--- src/rtl/life_cell_seq.sv ---
`default_nettype none
// ============================================================================
// Module   : life_cell_seq
// Brief    : Game-of-Life cell that sums one neighbour per tick over an
//            8-tick window and applies the birth/survive rule at tick 7.
// Revision : 1.0  initial release
// ============================================================================
module life_cell_seq #(
  parameter logic [8:0] BIRTH_MASK   = 9'b000001000,
  parameter logic [8:0] SURVIVE_MASK = 9'b000001100,
  parameter logic       INIT_STATE   = 1'b0
) (
  input  logic       clk,
  input  logic       rst,
  input  logic [2:0] tick,
  input  logic [7:0] neighbors,
  input  logic       load,
  input  logic       load_value,
  output logic       state,
  output logic [3:0] live_count,
  output logic       gen_pulse,
  output logic       seq_err
);

  // Masks padded to 16 entries so any 4-bit total is a legal index.
  localparam logic [15:0] C_BIRTH   = {7'b0, BIRTH_MASK};
  localparam logic [15:0] C_SURVIVE = {7'b0, SURVIVE_MASK};

  logic       state_q, state_d;
  logic [3:0] live_count_q, live_count_d;
  logic       gen_pulse_q, gen_pulse_d;
  logic       seq_err_q, seq_err_d;
  logic [3:0] acc_q, acc_d;
  logic       window_valid_q, window_valid_d;
  logic [2:0] prev_tick_q, prev_tick_d;

  logic [2:0] w_exp_tick;
  logic       w_err;
  logic [3:0] w_bit;
  logic [3:0] w_total;

  always_comb begin
    w_exp_tick = prev_tick_q + 3'd1;
    // A tick 0 is always checked so that a window ending early is caught.
    w_err      = (window_valid_q || (tick == 3'd0)) && (tick != w_exp_tick);
    w_bit      = {3'b000, neighbors[tick]};
    w_total    = acc_q + w_bit;

    state_d        = state_q;
    live_count_d   = live_count_q;
    gen_pulse_d    = 1'b0;
    seq_err_d      = seq_err_q;
    acc_d          = acc_q;
    window_valid_d = window_valid_q;
    prev_tick_d    = tick;

    if (w_err) begin
      seq_err_d      = 1'b1;
      window_valid_d = 1'b0;
    end

    if (tick == 3'd0) begin
      acc_d          = w_bit;
      window_valid_d = 1'b1;
    end else if (window_valid_q && !w_err) begin
      if (tick == 3'd7) begin
        live_count_d   = w_total;
        state_d        = state_q ? C_SURVIVE[w_total] : C_BIRTH[w_total];
        gen_pulse_d    = 1'b1;
        window_valid_d = 1'b0;
      end else begin
        acc_d = w_total;
      end
    end

    if (load) begin
      state_d = load_value;
    end
  end

  always_ff @(posedge clk) begin
    if (rst) begin
      state_q        <= INIT_STATE;
      live_count_q   <= 4'd0;
      gen_pulse_q    <= 1'b0;
      seq_err_q      <= 1'b0;
      acc_q          <= 4'd0;
      window_valid_q <= 1'b0;
      prev_tick_q    <= 3'd0;
    end else begin
      state_q        <= state_d;
      live_count_q   <= live_count_d;
      gen_pulse_q    <= gen_pulse_d;
      seq_err_q      <= seq_err_d;
      acc_q          <= acc_d;
      window_valid_q <= window_valid_d;
      prev_tick_q    <= prev_tick_d;
    end
  end

  assign state      = state_q;
  assign live_count = live_count_q;
  assign gen_pulse  = gen_pulse_q;
  assign seq_err    = seq_err_q;

endmodule
`default_nettype wire

--- config.mk ---
export PLATFORM = sky130hd
export DESIGN_NAME = life_cell_seq
export DESIGN_NICKNAME = d
export VERILOG_FILES = /design/src/rtl/life_cell_seq.sv
export SDC_FILE = /design/constraint.sdc
export NUM_CORES = 1
export LEC_CHECK = 0
export BUFFER_PORTS_ARGS = -buffer_cell sky130_fd_sc_hd__buf_4
export CAP_MARGIN = 20
export CORE_AREA = 5 5 58 60
export CTS_CLUSTER_SIZE = 16
export DETAILED_ROUTE_END_ITERATION = 8
export DIE_AREA = 0 0 63 65
export GPL_TIMING_DRIVEN = 0
export PLACE_DENSITY_LB_ADDON = 0.05
export SYNTH_ARGS = -nofsm -noshare
export SYNTH_HDL_FRONTEND = slang
export SYNTH_SLANG_ARGS = --single-unit
--- constraint.sdc ---
create_clock -name clk -period 5.1 [get_ports clk]
set_input_delay 1.02 -clock clk [delete_from_list [all_inputs] [get_ports clk]]
set_output_delay 1.02 -clock clk [all_outputs]
set_load 0.005 [all_outputs]
==> impl.org <==
** Routing
- In the final routed layout, each cell accounts on average for between 10 and 15 um.
- Total length of routed wires :: 1800 um
- Post-route DRC violation count :: 0
- First-pass DRT Iterations :: 2
- Drt first-iter violations :: 9
- Dividing the detail-routed via count by the number of cells gives 4.978.
- Once detail routing completed, the nets flagged for antenna violations numbered 0.
- Summing over every cut layer, the via total after detailed routing is approximately 700.

** Worst setup path
- STA puts the critical path data arrival time at slightly above 3 ns.
- Slowest stage delay, CP :: approximately 0.49 ns
- The kind of cell with the highest combined delay along the critical path is multiplexers.
- Worst setup path category :: in2reg
- Counting both buffers and inverters, the worst setup path holds a total of 1.
- The worst setup path is captured at a flip-flop.
- Data on the critical path is required at its endpoint by 5.32 ns.
- Slowest cell on crit path :: sky130_fd_sc_hd__mux4_2
- Critical Path Source Type :: primary input
- CP Cell Sequence :: buf_4 > mux4_2 > mux2_2 > ha_1 > ha_1 > xor2_1 > nor4b_1 > nand4_1 > a31oi_1
- Crit-path most repeated cell :: sky130_fd_sc_hd__ha_1
- In this run the worst path has a maximum fanout of 7.

** Synth
- Largest family of logic cells by synthesized area :: simple AND/OR/NAND/NOR gates
- Async set-or-reset flop fraction in the synthesized netlist :: 0%
- Area fraction in compound gates after synthesis :: between 10 and 15%
- In this run, synthesis produced a sequential element count of 15.
- Fraction of the yosys area taken by sequential cells :: 37.85%
- Unique masters post-synth :: 34
- In this run the cell area of the synthesized design comes to between 700 and 800 um^2.
- Adder and majority cell fraction of the synthesized area :: around 4.7%
- Cells after synthesis :: 83
- Synth warnings :: 0
- Xor/xnor share of the synthesized area :: 8.517%
- Number of enable-type register cells in the synthesized netlist :: 0
- Primary FF master, synth :: sky130_fd_sc_hd__dfxtp_1
- The synthesized netlist devotes between 20% and 30% of its cell area to simple gates.
- Multiplexer cells account for ~8.4% of the synthesized area.
- Number of nets produced by synthesis :: 101
- Post-Synthesis Mean Instance Area :: approximately 9.6 um^2

** GRT
- Maximum number of pins on one net before global-route repair :: 11
- Gr usage total :: between 9 and 10%
- The initial antenna violation count came to 0.
- Vias in the first global route :: 736
- After global routing the overflow that remains totals 0.
- The first global-routing pass estimated between 3000 and 4000 um of wire.

** CTS
- In this run the deepest clock path goes through 2 buffers.
- TritonCTS built the clock tree.
- Clock latency on the worst-skew pair, taken at its later pin, is around 0.29 ns.
- In this run the number of H-tree levels came out at 1.
- The number of hold buffers added after CTS was 0.
- In this run the clock root is driven by a sky130_fd_sc_hd__clkbuf_4.
- After clock tree synthesis, the clock-pin slew on the worst setup and hold paths is ~0.10 ns.
- Post-CTS Setup Bufs :: 0
- Once the clock tree was built, the resizer swapped 0 gates to a different size.
- The number of clock buffers added by TritonCTS is 3.
- Number of clock sinks seen by CTS :: 15

** Timing
- Setup repair after global routing left no endpoint under its margin.
- Sum Neg Setup Slack :: 0 ns
- Derived from the worst setup path, the maximum achievable clock frequency is around 350 MHz.
- Number of pins with negative max-slew slack in the final report :: 0
- Clock Skew :: 0.008371 ns
- The final hold violation count is 0.
- Setup violations remaining at the end of the flow were counted as 0.
- In this run the tightest slew margin relative to its limit is 45.58%.
- At the pin with the least slew margin, the transition time is between 0.8 and 0.9 ns.
- In the post-route analysis, the smallest setup slack over all paths is 2.225 ns.
- The clock period could shrink to 2.875 ns.
- Share of the cycle needed by the critical path after routing :: 56.38%

** Die
- Starting density of the core :: between 20% and 30%
- Die boundary height :: about 65 um
- Number of rows created at floorplan :: 20
- Die width :: about 63 um
- Core Area :: 2878 um^2
- 22 I/O pins were placed.
- Overall die area :: a little over 4000 um^2

** Placed design
- Before CTS, the worst setup slack after placement is roughly 1.9 ns.
- Weighted congestion reported at the end of routability-driven placement :: 0.7464
- Placed Area :: just under 1000 um^2
- Placed cell count :: 135
- HPWL Detailed :: roughly 1400 um
- Total of buffers placed on input and output ports :: 19

** Final layout
- Relative to the synthesized area, the layout overhead comes to 26.50%.
- Final Net Count :: about 130
- Post-route cell area :: between 1000 and 1500 um^2
- Antenna Cells :: 0
- Commonest non-fill, non-tap cell in the layout :: sky130_fd_sc_hd__buf_4
- Commonest cells after routing, fill and taps aside :: 20 x sky130_fd_sc_hd__buf_4, 15 x sky130_fd_sc_hd__dfxtp_1, 6 x sky130_fd_sc_hd__nand3_1, 6 x sky130_fd_sc_hd__a21oi_1, 5 x sky130_fd_sc_hd__nor2b_1
- Leaving out filler cells and counting taps, the final layout contains about 140.
- The post-route netlist has between 20% and 30% of its cells at a drive strength greater than 1.

** Worst hold path
- Worst min-delay path class :: reg2reg

** Pwr
- The worst-case IR drop observed on VDD is just under 90 uV.
- Total power for the finished layout comes to between 0.2 and 0.25 mW.
- For this design the ratio of total power to cell area is ~230 nW/um^2.
- In this run the static leakage power is just over 0.4 nW.

** Job
- Max-cap violations :: 0

** Outcome
- Outcome :: completed
## cells by family (layout without fill, tap and decap cells)
logic type | after synthesis | count (layout)
buf+inv | 5 | 28
flops | 15 | 15
compound gates | 17 | 17
simple gates | 33 | 33
xor+xnor | 6 | 6
mux | 4 | 4
fa+ha+maj | 3 | 3
## worst register-to-register path, delay by kind of cell, from the launching register on
kind / cells / cell delay (ns)
adder cells (fa/ha/maj): 1 / 0.30
AO/OA/AOI/OAI: 1 / 0.22
XOR/XNOR: 1 / 0.27
AND/OR/NAND/NOR: 2 / 0.76
flip-flops: 1 / 0.33
## layer usage
layer | global-route usage (%) | wire, um | up-vias
met4 | 4.775 | 34 | 0
li1 | - | - | 355
met3 | 2.253 | 125 | 5
met1 | 11.91 | 791 | 310
met2 | 16.41 | 849 | 22
met5 | 0 | 0 | -
## state kept, by name, indices dropped and copies added, names as in the netlist
| name | flops |
|---|---|
| acc_q | 4 |
| live_count | 4 |
| prev_tick_q | 3 |
| gen_pulse | 1 |
| seq_err | 1 |
| state | 1 |
| window_valid_q | 1 |
## synth_stat cells (all sizes together), types with 2 or more instances
cell,instances,area [um^2]
buf,3,17.52
nor4,3,18.77
nand2,3,11.26
nor3,4,20.02
a211oi,3,22.52
nand2b,2,20.02
xor2,4,35.03
nor2b,5,31.28
nand3,7,40.04
ha,3,37.54
nor2,3,11.26
dfxtp,15,300.3
a21oi,6,30.03
mux4,2,45.04
o21ai,4,20.02
## report_power, final
part / internal [mW] / switching (mW)
registers: 0.120 / 0.00179
logic: 0.0222 / 0.0189
clock network: 0.0304 / 0.0396
## cell type report
class / count / area [um^2]
buffer: 4 / 21.27
clock buffer: 4 / 26.28
fill: 298 / 1874
inverter: 1 / 3.754
multi-input combinational: 63 / 467.9
sequential: 15 / 300.3
tap: 33 / 41.29
timing repair buffer: 19 / 142.6
## final timing paths
path	depth (start not counted)	startpoint	end	slack, ns
worst max register to register	5	prev_tick_q[0]	acc_q[3]	3.14
worst max-delay path	9	tick[0]	state	2.22
worst min register to register	2	seq_err	seq_err	0.45
worst min-delay path	2	seq_err	seq_err	0.45
## through the flow
| stage | utilization (%) | hold slack [ns] |
|---|---|---|
| after detailed placement | 33.96 | 0.4392 |
| after floorplan | - | 0.4421 |
| after CTS | 34.87 | 0.4536 |
| after global routing | 34.87 | 0.4791 |
| after global placement | 33.96 | 0.4363 |
| final | 34.87 | 0.4473 |
Note: power is estimated with default switching activity, not from simulation.
